`src/rtl/seq_pkg.sv`:
```
// Shared state encoding and prescaler speed codes for the pattern sequencer.
// The SEQ_PINGPONG_EN macro is consumed by seq_addr_gen and pattern_sequencer, not here.
package seq_pkg;

   typedef enum logic [1:0] {
      IDLE = 2'd0,
      ARM  = 2'd1,
      RUN  = 2'd2,
      DONE = 2'd3
   } seq_state_t;

   localparam logic [2:0] SPEED_SIM  = 3'b000;
   localparam logic [2:0] SPEED_50HZ = 3'b001;
   localparam logic [2:0] SPEED_20HZ = 3'b010;
   localparam logic [2:0] SPEED_10HZ = 3'b011;
   localparam logic [2:0] SPEED_5HZ  = 3'b100;
   localparam logic [2:0] SPEED_2HZ  = 3'b101;
   localparam logic [2:0] SPEED_1HZ  = 3'b110;

endpackage

```
`src/rtl/seq_addr_gen.sv`:
```
// Pattern RAM address pointer: latches the play window on load and advances on step.
// With SEQ_PINGPONG_EN defined it adds a pingpong input and a direction register.
module seq_addr_gen #(
   parameter int ADDR_W = 4
) (
   input  logic              clk,
   input  logic              rst_n,
   input  logic              load,
   input  logic              step,
   input  logic [ADDR_W-1:0] first_addr,
   input  logic [ADDR_W-1:0] last_addr,
   input  logic              loop,
`ifdef SEQ_PINGPONG_EN
   input  logic              pingpong,
`endif
   output logic [ADDR_W-1:0] ptr,
   output logic              at_end
);

   logic [ADDR_W-1:0] ptr_reg, ptr_next;
   logic [ADDR_W-1:0] first_reg, last_reg;
   logic              loop_reg;
`ifdef SEQ_PINGPONG_EN
   logic              pp_reg;
   logic              down_reg, down_next;
`endif

   always_comb begin
      ptr_next = ptr_reg;
`ifdef SEQ_PINGPONG_EN
      down_next = down_reg;
`endif
      if (load) begin
         ptr_next = first_addr;
`ifdef SEQ_PINGPONG_EN
         down_next = 1'b0;
`endif
      end else if (step) begin
`ifdef SEQ_PINGPONG_EN
         // Endpoints are visited once per sweep; a one-word window just stays put.
         if (loop_reg && pp_reg) begin
            if (!down_reg) begin
               if (ptr_reg != last_reg)
                  ptr_next = ptr_reg + ADDR_W'(1);
               else if (first_reg != last_reg) begin
                  ptr_next  = ptr_reg - ADDR_W'(1);
                  down_next = 1'b1;
               end
            end else begin
               if (ptr_reg != first_reg)
                  ptr_next = ptr_reg - ADDR_W'(1);
               else begin
                  ptr_next  = ptr_reg + ADDR_W'(1);
                  down_next = 1'b0;
               end
            end
         end else
`endif
         if (ptr_reg != last_reg)
            ptr_next = ptr_reg + ADDR_W'(1);
         else if (loop_reg)
            ptr_next = first_reg;
      end
   end

   always_ff @(posedge clk) begin
      if (!rst_n) begin
         ptr_reg   <= '0;
         first_reg <= '0;
         last_reg  <= '0;
         loop_reg  <= 1'b0;
`ifdef SEQ_PINGPONG_EN
         pp_reg    <= 1'b0;
         down_reg  <= 1'b0;
`endif
      end else begin
         ptr_reg <= ptr_next;
`ifdef SEQ_PINGPONG_EN
         down_reg <= down_next;
`endif
         if (load) begin
            first_reg <= first_addr;
            last_reg  <= last_addr;
            loop_reg  <= loop;
`ifdef SEQ_PINGPONG_EN
            pp_reg    <= pingpong;
`endif
         end
      end
   end

   assign ptr = ptr_reg;
   // Only a one-shot run ends at last; looping runs never report an end.
   assign at_end = (ptr_reg == last_reg) && !loop_reg;

endmodule

```
`src/rtl/pattern_sequencer.sv`:
```
// Plays a stored pattern out of a synchronous-read RAM, one word per prescaler tick.
// Defining SEQ_PINGPONG_EN adds the pingpong input (bounce between first and last).
module pattern_sequencer
   import seq_pkg::*;
#(
   parameter int ADDR_W = 4,
   parameter int DATA_W = 8
) (
   input  logic              clk,
   input  logic              rst_n,
   input  logic              start,
   input  logic              stop,
   input  logic              loop,
`ifdef SEQ_PINGPONG_EN
   input  logic              pingpong,
`endif
   input  logic [2:0]        speed_sel,
   input  logic [ADDR_W-1:0] first_addr,
   input  logic [ADDR_W-1:0] last_addr,
   input  logic              tick_in,
   output logic              presc_rst_n,
   output logic [2:0]        speed,
   output logic              rd_en,
   output logic [ADDR_W-1:0] rd_addr,
   input  logic [DATA_W-1:0] rd_data,
   output logic [DATA_W-1:0] pattern,
   output logic              pattern_valid,
   output logic              busy,
   output logic              done
);

   seq_state_t        state_reg;
   logic [2:0]        speed_reg;
   logic              presc_reg, busy_reg, done_reg, valid_reg;
   logic [DATA_W-1:0] hold_reg;
   logic [ADDR_W-1:0] ptr;
   logic              at_end;
   logic              rd_fire;
   logic              load;

   // Stop wins over a coincident tick.
   assign rd_fire = (state_reg == RUN) && tick_in && !stop;
   assign load    = (state_reg == IDLE) && start;

   seq_addr_gen #(.ADDR_W(ADDR_W)) u_addr_gen (
      .clk        (clk),
      .rst_n      (rst_n),
      .load       (load),
      .step       (rd_fire),
      .first_addr (first_addr),
      .last_addr  (last_addr),
      .loop       (loop),
`ifdef SEQ_PINGPONG_EN
      .pingpong   (pingpong),
`endif
      .ptr        (ptr),
      .at_end     (at_end)
   );

   always_ff @(posedge clk) begin
      if (!rst_n) begin
         state_reg <= IDLE;
         speed_reg <= '0;
         presc_reg <= 1'b0;
         busy_reg  <= 1'b0;
         done_reg  <= 1'b0;
         valid_reg <= 1'b0;
         hold_reg  <= '0;
      end else begin
         valid_reg <= rd_fire;
         done_reg  <= 1'b0;
         if (valid_reg)
            hold_reg <= rd_data;
         unique case (state_reg)
            IDLE: if (start) begin
               state_reg <= ARM;
               speed_reg <= speed_sel;
               presc_reg <= 1'b1;
               busy_reg  <= 1'b1;
            end
            ARM: if (stop) begin
               state_reg <= IDLE;
               presc_reg <= 1'b0;
               busy_reg  <= 1'b0;
            end else begin
               state_reg <= RUN;
            end
            RUN: if (stop) begin
               state_reg <= IDLE;
               presc_reg <= 1'b0;
               busy_reg  <= 1'b0;
            end else if (rd_fire && at_end) begin
               state_reg <= DONE;
               presc_reg <= 1'b0;
               done_reg  <= 1'b1;
            end
            DONE: begin
               state_reg <= IDLE;
               busy_reg  <= 1'b0;
            end
            default: state_reg <= IDLE;
         endcase
      end
   end

   assign presc_rst_n   = presc_reg;
   assign speed         = speed_reg;
   assign rd_en         = rd_fire;
   assign rd_addr       = ptr;
   // The RAM word is only valid the cycle after rd_en, so it is passed straight
   // through alongside the strobe and held in hold_reg afterwards.
   assign pattern       = valid_reg ? rd_data : hold_reg;
   assign pattern_valid = valid_reg;
   assign busy          = busy_reg;
   assign done          = done_reg;

endmodule

```
`config.mk`:
```
export PLATFORM = sky130hd
export DESIGN_NAME = pattern_sequencer
export DESIGN_NICKNAME = d
export VERILOG_FILES = /design/src/rtl/seq_pkg.sv /design/src/rtl/seq_addr_gen.sv /design/src/rtl/pattern_sequencer.sv
export SDC_FILE = /design/constraint.sdc
export NUM_CORES = 1
export LEC_CHECK = 0
export ABC_AREA = 1
export CAP_MARGIN = 20
export CORE_MARGIN = 3
export CORE_UTILIZATION = 41
export CTS_CLUSTER_DIAMETER = 100
export CTS_CLUSTER_SIZE = 10
export DETAILED_ROUTE_END_ITERATION = 10
export PLACE_DENSITY = 0.75
export SLEW_MARGIN = 20
export SYNTH_ARGS = -nofsm -noshare
export SYNTH_HDL_FRONTEND = slang
export SYNTH_SLANG_ARGS = --single-unit
```
`constraint.sdc`:
```
create_clock -name clk -period 1.3 [get_ports clk]
set_input_delay 0.26 -clock clk [delete_from_list [all_inputs] [get_ports clk]]
set_output_delay 0.26 -clock clk [all_outputs]
set_load 0.1 [all_outputs]
```
==> results of run 1 <==
-- critical path: cells and delay by family, from the launching register on --
kind,cells,cell delay [ns]
AND/OR/NAND/NOR,3,0.36
adder cells (fa/ha/maj),1,0.17
flip-flops,1,0.38
AO/OA/AOI/OAI,1,0.27
buffers and inverters,5,0.55
-- layout by cell type, fill, tap and decap left out --
master	n
nand2_1	33
buf_4	32
clkdlybuf4s50_1	24
buf_12	24
dfxtp_1	21
nand2_2	20
a21oi_1	18
nand2_8	16
inv_1	15
nor2_1	14
buf_6	9
a21oi_2	7
nand2_4	5
nor2_4	5
o21ai_2	5
clkbuf_4	5
dfxtp_4	5
o21ai_0	4
nand3_1	4
o21ai_1	4
dfxtp_2	4
clkinvlp_4	3
clkbuf_8	3
inv_2	2
nor2_2	2
nand4_1	2
xor2_1	2
ha_1	2
ha_4	2
ha_2	2
inv_4	1
clkinv_4	1
nor3_2	1
clkbuf_16	1
-- synthesized netlist by cell type (3+ instances only) --
cell	count
o21ai_1	4
nor2_1	19
nand2_1	69
a21oi_1	25
dfxtp_1	30
o21ai_0	9
ha_1	6
nand3_1	4
nand2_4	3
clkbuf_1	4
inv_1	19
-- metrics by stage --
stage | hold slack, ns | setup TNS [ns] | std cells
after floorplan | 0.3984 | -4.533 | 204
after global placement | 0.4493 | -2.568 | 311
after detailed placement | 0.4587 | -3.096 | 311
after CTS | 0.4730 | -2.649 | 329
after global routing | 0.4949 | -8.955 | 342
final | 0.4982 | -8.143 | 342
-- cells by family (layout without fill, tap and decap cells) --
| logic type | after synthesis | count (layout) | synth area share [%] |
|---|---|---|---|
| flops | 30 | 30 | 42.48 |
| simple gates | 102 | 102 | 30.18 |
| fa+ha+maj | 6 | 6 | 5.310 |
| xor+xnor | 2 | 2 | 1.239 |
| buf+inv | 26 | 120 | 7.344 |
| compound gates | 38 | 38 | 13.45 |
-- power by group --
part | leakage, nW | switching [W] | internal (W) | total (W)
registers | 0.251 | 0.0000704 | 0.000985 | 0.00105
logic | 1.00 | 0.000797 | 0.000531 | 0.00133
clock network | 0.0446 | 0.000365 | 0.000369 | 0.000734
total | 1.30 | 0.00123 | 0.00188 | 0.00312
-- routing by layer --
metal / wire length, um / share of wire (%)
met4: 706 / 8.3
met2: 4265 / 50
met3: 756 / 8.9
met1: 2796 / 33
met5: 0 / 0
-- final timing paths --
path,startpoint,end,slack (ns),cells after the start
min,u_addr_gen.last_reg[2],u_addr_gen.last_reg[2],0.50,2
max reg2reg,state_reg[0],u_addr_gen.ptr[0],-0.51,10
min reg2reg,u_addr_gen.last_reg[2],u_addr_gen.last_reg[2],0.50,2
max,state_reg[0],u_addr_gen.ptr[0],-0.51,10
-- cell type report --
type                            instances  area share, %
Clock buffer                            8          2.548
Inverter                               21          3.033
Multi-Input combinational cell        148          37.08
Sequential cell                        30          20.18
Tap cell                               44          1.779
Timing Repair Buffer                   90          35.14
Timing Repair inverter                  1         0.2426
-- what timing repair did --
action,in CTS,in global routing
hold endpoints to repair,0,0
pin swaps,5,20
cloned,1,1
endpoints found under the setup margin,20,29
buffers inserted,9,12
gates resized for setup,45,41
==> flow_summary.toml, run 1 <==
[power]
power_density_nw_per_um2 = 1007
power_leakage_nw = 1.297
ir_worst_vdd_v = 0.001061
power_w = 0.003117

[cells_and_area]
area_delta_synth_final_pct = 118.8
layout-drive-gt1-share_pct = 52.01
register_area_um2 = 624.3
multi_input_area_um2 = 1147
final_core_util_pct = 97.36
nets = 328
largest_reg_flops = 8
fin_area_um2 = 3094
fillers = 50
n_antenna_cell = 0

[timing]
finalCritPeriodShare_pct = 139.6
finalHoldViolCount = 0
rsz0062_at_grt = "yes"
setup-violations-final = 31
fin_skew_ns = 0.003135
max_slew_margin_pct = 77.84
slew_viol_final = 0
fmax_mhz = 551.2
worst_pin_slew_ns = 0.3316
layout_setup_ws_ns = -0.5144
period_needed_ns = 1.814

[placed_design]
place_worst_setup_slack_ns = -0.2052
gp_congestion = 0.8178
dpl_cell_area_um2 = 2464
dp_hpwl_mm = 2.806
numPortBuffers = 44

[logic_synthesis]
synth-edff-count = 0
syn-instance-count = 204
yosys.area.top_type = "dfxtp_1"
synth_area_leaders = "dfxtp_1 42%, nand2_1 18%, a21oi_1 8.8%"
synth_seq_cells = 30
ys.flop_type = "dfxtp_1"
synth.avg_cell_area_um2 = 6.931
synthArstFlopShare_pct = 0
syn-cell-area_um2 = 1414
ys_types = 19
synth_warnings = 0
seq_area_frac_synth_pct = 42.48
synth_top_area_share_pct = 42.48
syn_nets = 235

[clocking]
clk_root_buffer_cell = "clkbuf_4"
clock_sinks = 30
hold_buffers = 0
htree_levels = 2
clk_pin_slew_worst_paths_ns = 0.10
insertion_delay_ns = 0.34
cts-buffers-inserted = 5
cts_tree = "yes"
cts_buffer_depth = 2

[die]
start_util_pct = 44.49
ios = 45
die_w_um = 64.73
rows = 20
core_area_um2 = 3178
die_h_um = 64.73
die_area_um2 = 4189

[setup_path]
cpMaxStageDelayCell = "dfxtp_2"
path_class = "reg -> reg"
worst_path_most_repeated_cell = "nor2_1"
start_kind = "register"
endpoint_kind = "register"
cp_data_required_time_ns = 1.57
critPathMaxFanout = 4
max_stage_delay_ns = 0.38
crit_chain = "inv_4, buf_4, buf_6, ha_4, nand2_8, buf_12, clkinvlp_4, a21oi_1, nor2_1, nor2_1"
crit_arrival_ns = 2.09

[run_status]
status = "finished, violations left"
violations = "setup timing"

[global_route]
grt_pass1_vias = 1733
use_met1_pct = 27.04
met3_usage_pct = 6.239
grt_max_degree = 19
grtUsageMet2_pct = 44.83
overflow = 0
grt_util_all_layers_pct = 24.46
grt_pass1_wl_mm = 7.810
busiest_layer = "met2"
antenna_found_initial = 0

[flow_run]
max_cap_violations = 0

[routing]
drc_errors = 0
routed_wl_mm = 8.524
drt_iter0_markers = 243
vias_per_cell = 6.044
antenna_left = 0
vias = 2067
wl_per_cell_um = 24.92
first_pass_iters = 6

[min_path]
hp-class = "reg -> reg"
(Power assumes the default switching activity.)
==> run 2: changes to the inputs <==
CORE_UTILIZATION = 44   (was 41)
PLACE_DENSITY = 0.77   (was 0.75)
clock period = 2.35 ns   (was 1.3 ns; I/O delays follow)
==> run 2 against run 1 <==
Effect of this change: the flow now finishes without violations; total power fell by 58%; global-route usage fell by 7.0 points; sequential share of layout area rose by 9.5 points; hold slack got worse by 0.031 ns; clock skew up 0.0056 ns; critical path depth fell by 5; clock-buffer cell count fell by 1; register-to-register slack gained 1.3 ns; critical endpoint is now rd_en; highest routed layer unchanged.
==> flow_summary.toml, run 2 (synthesis results as in run 1) <==
[run_status]
status = "complete, no violations"

[power]
power_density_nw_per_um2 = 646.3
power_leakage_nw = 0.9329
ir_worst_vdd_v = 0.0004206
p_clk_share_pct = 25.0
p_switching_w = 0.0004920
seq_power_share_pct = 43.6
switching_share_pct = 37.58
intPower_w = 0.0008172
p_comb_share_pct = 31.4

[clocking]
cts_resized = 0
hold_buffers = 0
clk_root_buffer_cell = "clkbuf_4"
htree_levels = 2
postCtsSetupRepairBufs = 0
cts-buffers-inserted = 5
cts_buffer_depth = 2
clk_pin_slew_worst_paths_ns = 0.09
clock_sinks = 30
insertion_delay_ns = 0.34
cts_tree = "yes"

[timing]
period_needed_ns = 2.021
slew_viol_final = 0
worst_pin_slew_ns = 0.5178
rsz0062_at_grt = "no"
fin_skew_ns = 0.008781
fmax_mhz = 494.7
max_slew_margin_pct = 65.44
whs_ns = 0.4676
finalCritPeriodShare_pct = 86.01
finalHoldViolCount = 0
setup-violations-final = 0
tns_ns = 0

[die]
core_area_um2 = 2900
die_h_um = 62.69
die_area_um2 = 3929
die_w_um = 62.69
ios = 45
rows = 19
start_util_pct = 48.75

[global_route]
grt_max_degree = 19
overflow = 0
antenna_found_initial = 0
grt_pass1_vias = 1238
grt_util_all_layers_pct = 17.44
grt_pass1_wl_mm = 5.464

[setup_path]
crit_start = "state_reg[0]"
r2r_cells = 9
r2r-end = "state_reg[1]"
start_kind = "register"
ff2ff_setup_slack_ns = 0.76
endpoint_kind = "primary output"
crit-reg2reg-launch = "state_reg[0]"
cp_data_required_time_ns = 1.88
crit_path_end = "rd_en"
path_class = "reg -> out"
crit_arrival_ns = 1.55
critPathMaxFanout = 4

[routing]
vias_per_cell = 4.702
first_pass_iters = 6
antenna_left = 0
wl_per_cell_um = 10.98
vias = 1387
routed_wl_mm = 3.238
drc_errors = 0
drt_iter0_markers = 52

[cells_and_area]
largest_reg_flops = 8
fillers = 264
layout-drive-gt1-share_pct = 15.42
final_common_cell = "nand2_1"
area_delta_synth_final_pct = 43.27
fin_area_um2 = 2026
fin_cells = 295
n_antenna_cell = 0
final_cell_mix = "69 x nand2_1, 29 x dfxtp_1, 25 x a21oi_1, 24 x clkdlybuf4s50_1"
nets = 283

[placed_design]
gp_congestion = 0.8440
numPortBuffers = 44
dpl_cell_area_um2 = 1966
place_inst = 287
dp_hpwl_mm = 2.407

[flow_run]
max_cap_violations = 0

[min_path]
hp-class = "reg -> reg"
run 2: changes by cell type in the layout (fill, tap and decap cells not counted), sizes merged:
cell | before | now
clkinv | 1 | 2
buf | 65 | 22
clkinvlp | 3 | 0
clkbuf | 9 | 7
inv | 18 | 20
run 2: cell type report:
class                           count  area [um2]  area share (%)
Timing Repair Buffer               46       518.0           25.57
Clock buffer                        7       55.05           2.718
Clock inverter                      1       5.005          0.2471
Tap cell                           42       52.55           2.594
Inverter                           21       83.83           4.138
Multi-Input combinational cell    148       709.4           35.02
Sequential cell                    30       601.8           29.71
run 2: worst max-delay path, cell delays in order (launching register included):
cell,delay (ns)
dfxtp_1,0.34
inv_1,0.12
ha_1,0.21
nand2_1,0.08
nor2_2,0.25
buf_12,0.22
run 2: worst min-delay path by stage:
stage / to / slack, ns / cells past startpoint / from
after floorplan: u_addr_gen.last_reg[0] / 0.44 / 2 / u_addr_gen.last_reg[0]
after global placement: u_addr_gen.last_reg[1] / 0.45 / 2 / u_addr_gen.last_reg[1]
after detailed placement: u_addr_gen.first_reg[0] / 0.46 / 2 / u_addr_gen.first_reg[0]
after CTS: u_addr_gen.first_reg[0] / 0.47 / 2 / u_addr_gen.first_reg[0]
after global routing: u_addr_gen.last_reg[1] / 0.49 / 2 / u_addr_gen.last_reg[1]
final: u_addr_gen.first_reg[0] / 0.47 / 2 / u_addr_gen.first_reg[0]
run 2: power groups by stage:
stage | combinational (W) | clock [W] | sequential, W
2_1_floorplan | 0.000170 | 0 | 0.000709
3_3_place_gp | 0.000408 | 0 | 0.000581
3_5_place_dp | 0.000412 | 0 | 0.000582
4_1_cts | 0.000414 | 0.000333 | 0.000571
5_1_grt | 0.000450 | 0.000353 | 0.000576
6_report | 0.000412 | 0.000327 | 0.000571
run 2: stage by stage:
| step | worst slack [ns] | total power (W) | util (%) |
|---|---|---|---|
| after detailed placement | 0.4238 | 0.0009938 | 67.77 |
| after floorplan | 0.1572 | 0.0008796 | - |
| after CTS | 0.3097 | 0.001318 | 69.84 |
| final | 0.3288 | 0.001309 | 69.84 |
| after global routing | 0.2212 | 0.001379 | 69.84 |
| after global placement | 0.4283 | 0.0009894 | 67.77 |
run 2: metal layers:
layer / GRT usage, % / routed length [um]
met5: 0 / 0
met4: 5.234 / 44
met2: 26.76 / 1503
met1: 21.83 / 1445
met3: 7.914 / 243
==> run 3: changes to the inputs <==
HOLD_SLACK_MARGIN = 0.05   (was not set)
SETUP_SLACK_MARGIN = 0.4   (was not set)
==> run 3 against run 2 <==
Effect of this change: die area stayed put; cell count is 0.34% higher; global-route usage is 0.86 points lower; total power is 3.8% higher; clock skew is 0.0022 ns lower; fmax is 10% higher; first-iteration DRC count is 29% higher; clock-buffer cell count is 1 higher; setup slack better by 0.19 ns; critical path depth stayed put; combinational power hardly changed; register-to-register slack better by 0.02 ns; critical endpoint unchanged; largest power group unchanged.
==> flow_summary.toml, run 3 (synthesis results as in run 1) <==
[placed_design]
gp_congestion = 0.8253
dp_hpwl_mm = 2.319
place_worst_setup_slack_ns = 0.4908
numPortBuffers = 44
place_inst = 287

[routing]
drt_iter0_markers = 67
first_pass_iters = 5
routed_wl_mm = 3.169
vias_per_cell = 4.709
antenna_left = 0
wl_per_cell_um = 10.71
drc_errors = 0
vias = 1394

[cells_and_area]
final_cell_mix = "61 x nand2_1, 26 x dfxtp_1, 25 x a21oi_1, 24 x clkdlybuf4s50_1, 19 x nor2_1"
multi_input_area_um2 = 737.0
final_core_util_pct = 71.92
nets = 284
n_antenna_cell = 0
final_common_cell = "nand2_1"
fin_cells = 296
layout-drive-gt1-share_pct = 21.26
fillers = 238
area_delta_synth_final_pct = 47.52
register_area_um2 = 608.1
largest_reg_flops = 8

[timing]
slew_viol_final = 0
rsz0062_at_grt = "no"
max_slew_margin_pct = 63.62
finalHoldViolCount = 0
fin_skew_ns = 0.006575
whs_ns = 0.4678
period_needed_ns = 1.835
tns_ns = 0
layout_setup_ws_ns = 0.5154
setup-violations-final = 0
fmax_mhz = 545.1
finalCritPeriodShare_pct = 78.07
worst_pin_slew_ns = 0.5450

[clocking]
cts_buffer_depth = 2
clk_root_buffer_cell = "clkbuf_4"
insertion_delay_ns = 0.32
htree_levels = 2
clock_sinks = 30
clk_pin_slew_worst_paths_ns = 0.09
hold_buffers = 0
cts-buffers-inserted = 5
cts_tree = "yes"

[power]
power_leakage_nw = 0.9419
ir_worst_vdd_v = 0.0005499
power_density_nw_per_um2 = 651.7

[die]
ios = 45
die_area_um2 = 3929
rows = 19
die_w_um = 62.69
start_util_pct = 48.75
core_area_um2 = 2900
die_h_um = 62.69

[setup_path]
start_kind = "register"
endpoint_kind = "primary output"
crit_buf_inv = 2
path_class = "reg -> out"
cp_data_required_time_ns = 1.88
cpMaxStageDelayCell = "dfxtp_1"
crit_chain = "inv_2, ha_2, nand2_1, nor2_4, buf_12"
critPathMaxFanout = 4
crit_family = "flip-flops"
worstSetupPathDepth = 5
max_stage_delay_ns = 0.35
crit_arrival_ns = 1.36
r2r_cells = 10

[global_route]
overflow = 0
grt_pass1_vias = 1200
grt_util_all_layers_pct = 16.58
grt_pass1_wl_mm = 5.278
antenna_found_initial = 0
grt_max_degree = 19

[run_status]
status = "complete, no violations"

[flow_run]
max_cap_violations = 0

[min_path]
hp-class = "reg -> reg"
min_path_cells = 2
## run 3: changes by cell type in the layout (fill, tap and decap cells not counted), sizes merged
cell / delta
clkbuf: +1
clkinv: -1
buf: +1
## run 3: power breakdown
group          internal [W]  switching, W
clock              0.000204      0.000172
sequential         0.000544     0.0000277
combinational      0.000130      0.000282
total              0.000878      0.000481
## run 3: metal layers
| layer | wire (um) | up-vias | track usage, % |
|---|---|---|---|
| li1 | - | 745 | - |
| met1 | 1511 | 616 | 21.22 |
| met2 | 1488 | 27 | 26.76 |
| met3 | 118 | 6 | 3.957 |
| met4 | 51 | 0 | 6.612 |
| met5 | 0 | - | 0 |
## run 3: worst paths after layout
path / slack (ns) / from / end
worst min-delay path: 0.47 / u_addr_gen.last_reg[3] / u_addr_gen.last_reg[3]
worst min register to register: 0.47 / u_addr_gen.last_reg[3] / u_addr_gen.last_reg[3]
worst max-delay path: 0.52 / state_reg[0] / rd_en
worst max register to register: 0.78 / state_reg[0] / state_reg[1]
## run 3: layout make-up
class / count / area share, %
inverter: 21 / 4.019
timing repair buffer: 47 / 25.19
tap: 42 / 2.519
clock buffer: 8 / 3.779
multi-input combinational: 148 / 35.33
sequential: 30 / 29.15
## run 3: stage by stage
stage | total power (W) | instance area [um2]
after floorplan | 0.0008802 | 1446
after global placement | 0.0009908 | 1997
after detailed placement | 0.0009936 | 1997
after CTS | 0.001372 | 2083
after global routing | 0.001429 | 2086
final | 0.001359 | 2086
## run 3: tightest hold or removal path: cells and delay by family, from the launching register on
| family | cells | cell delay (ns) |
|---|---|---|
| buffers and inverters | 1 | 0.06 |
| flip-flops | 1 | 0.32 |
| AO/OA/AOI/OAI | 1 | 0.05 |
## run 3: timing repair
item                                    CTS  global route
gates resized for setup                   0             2
pin swaps                                 1             0
buffers inserted                          1             0
endpoints found under the setup margin    1             1
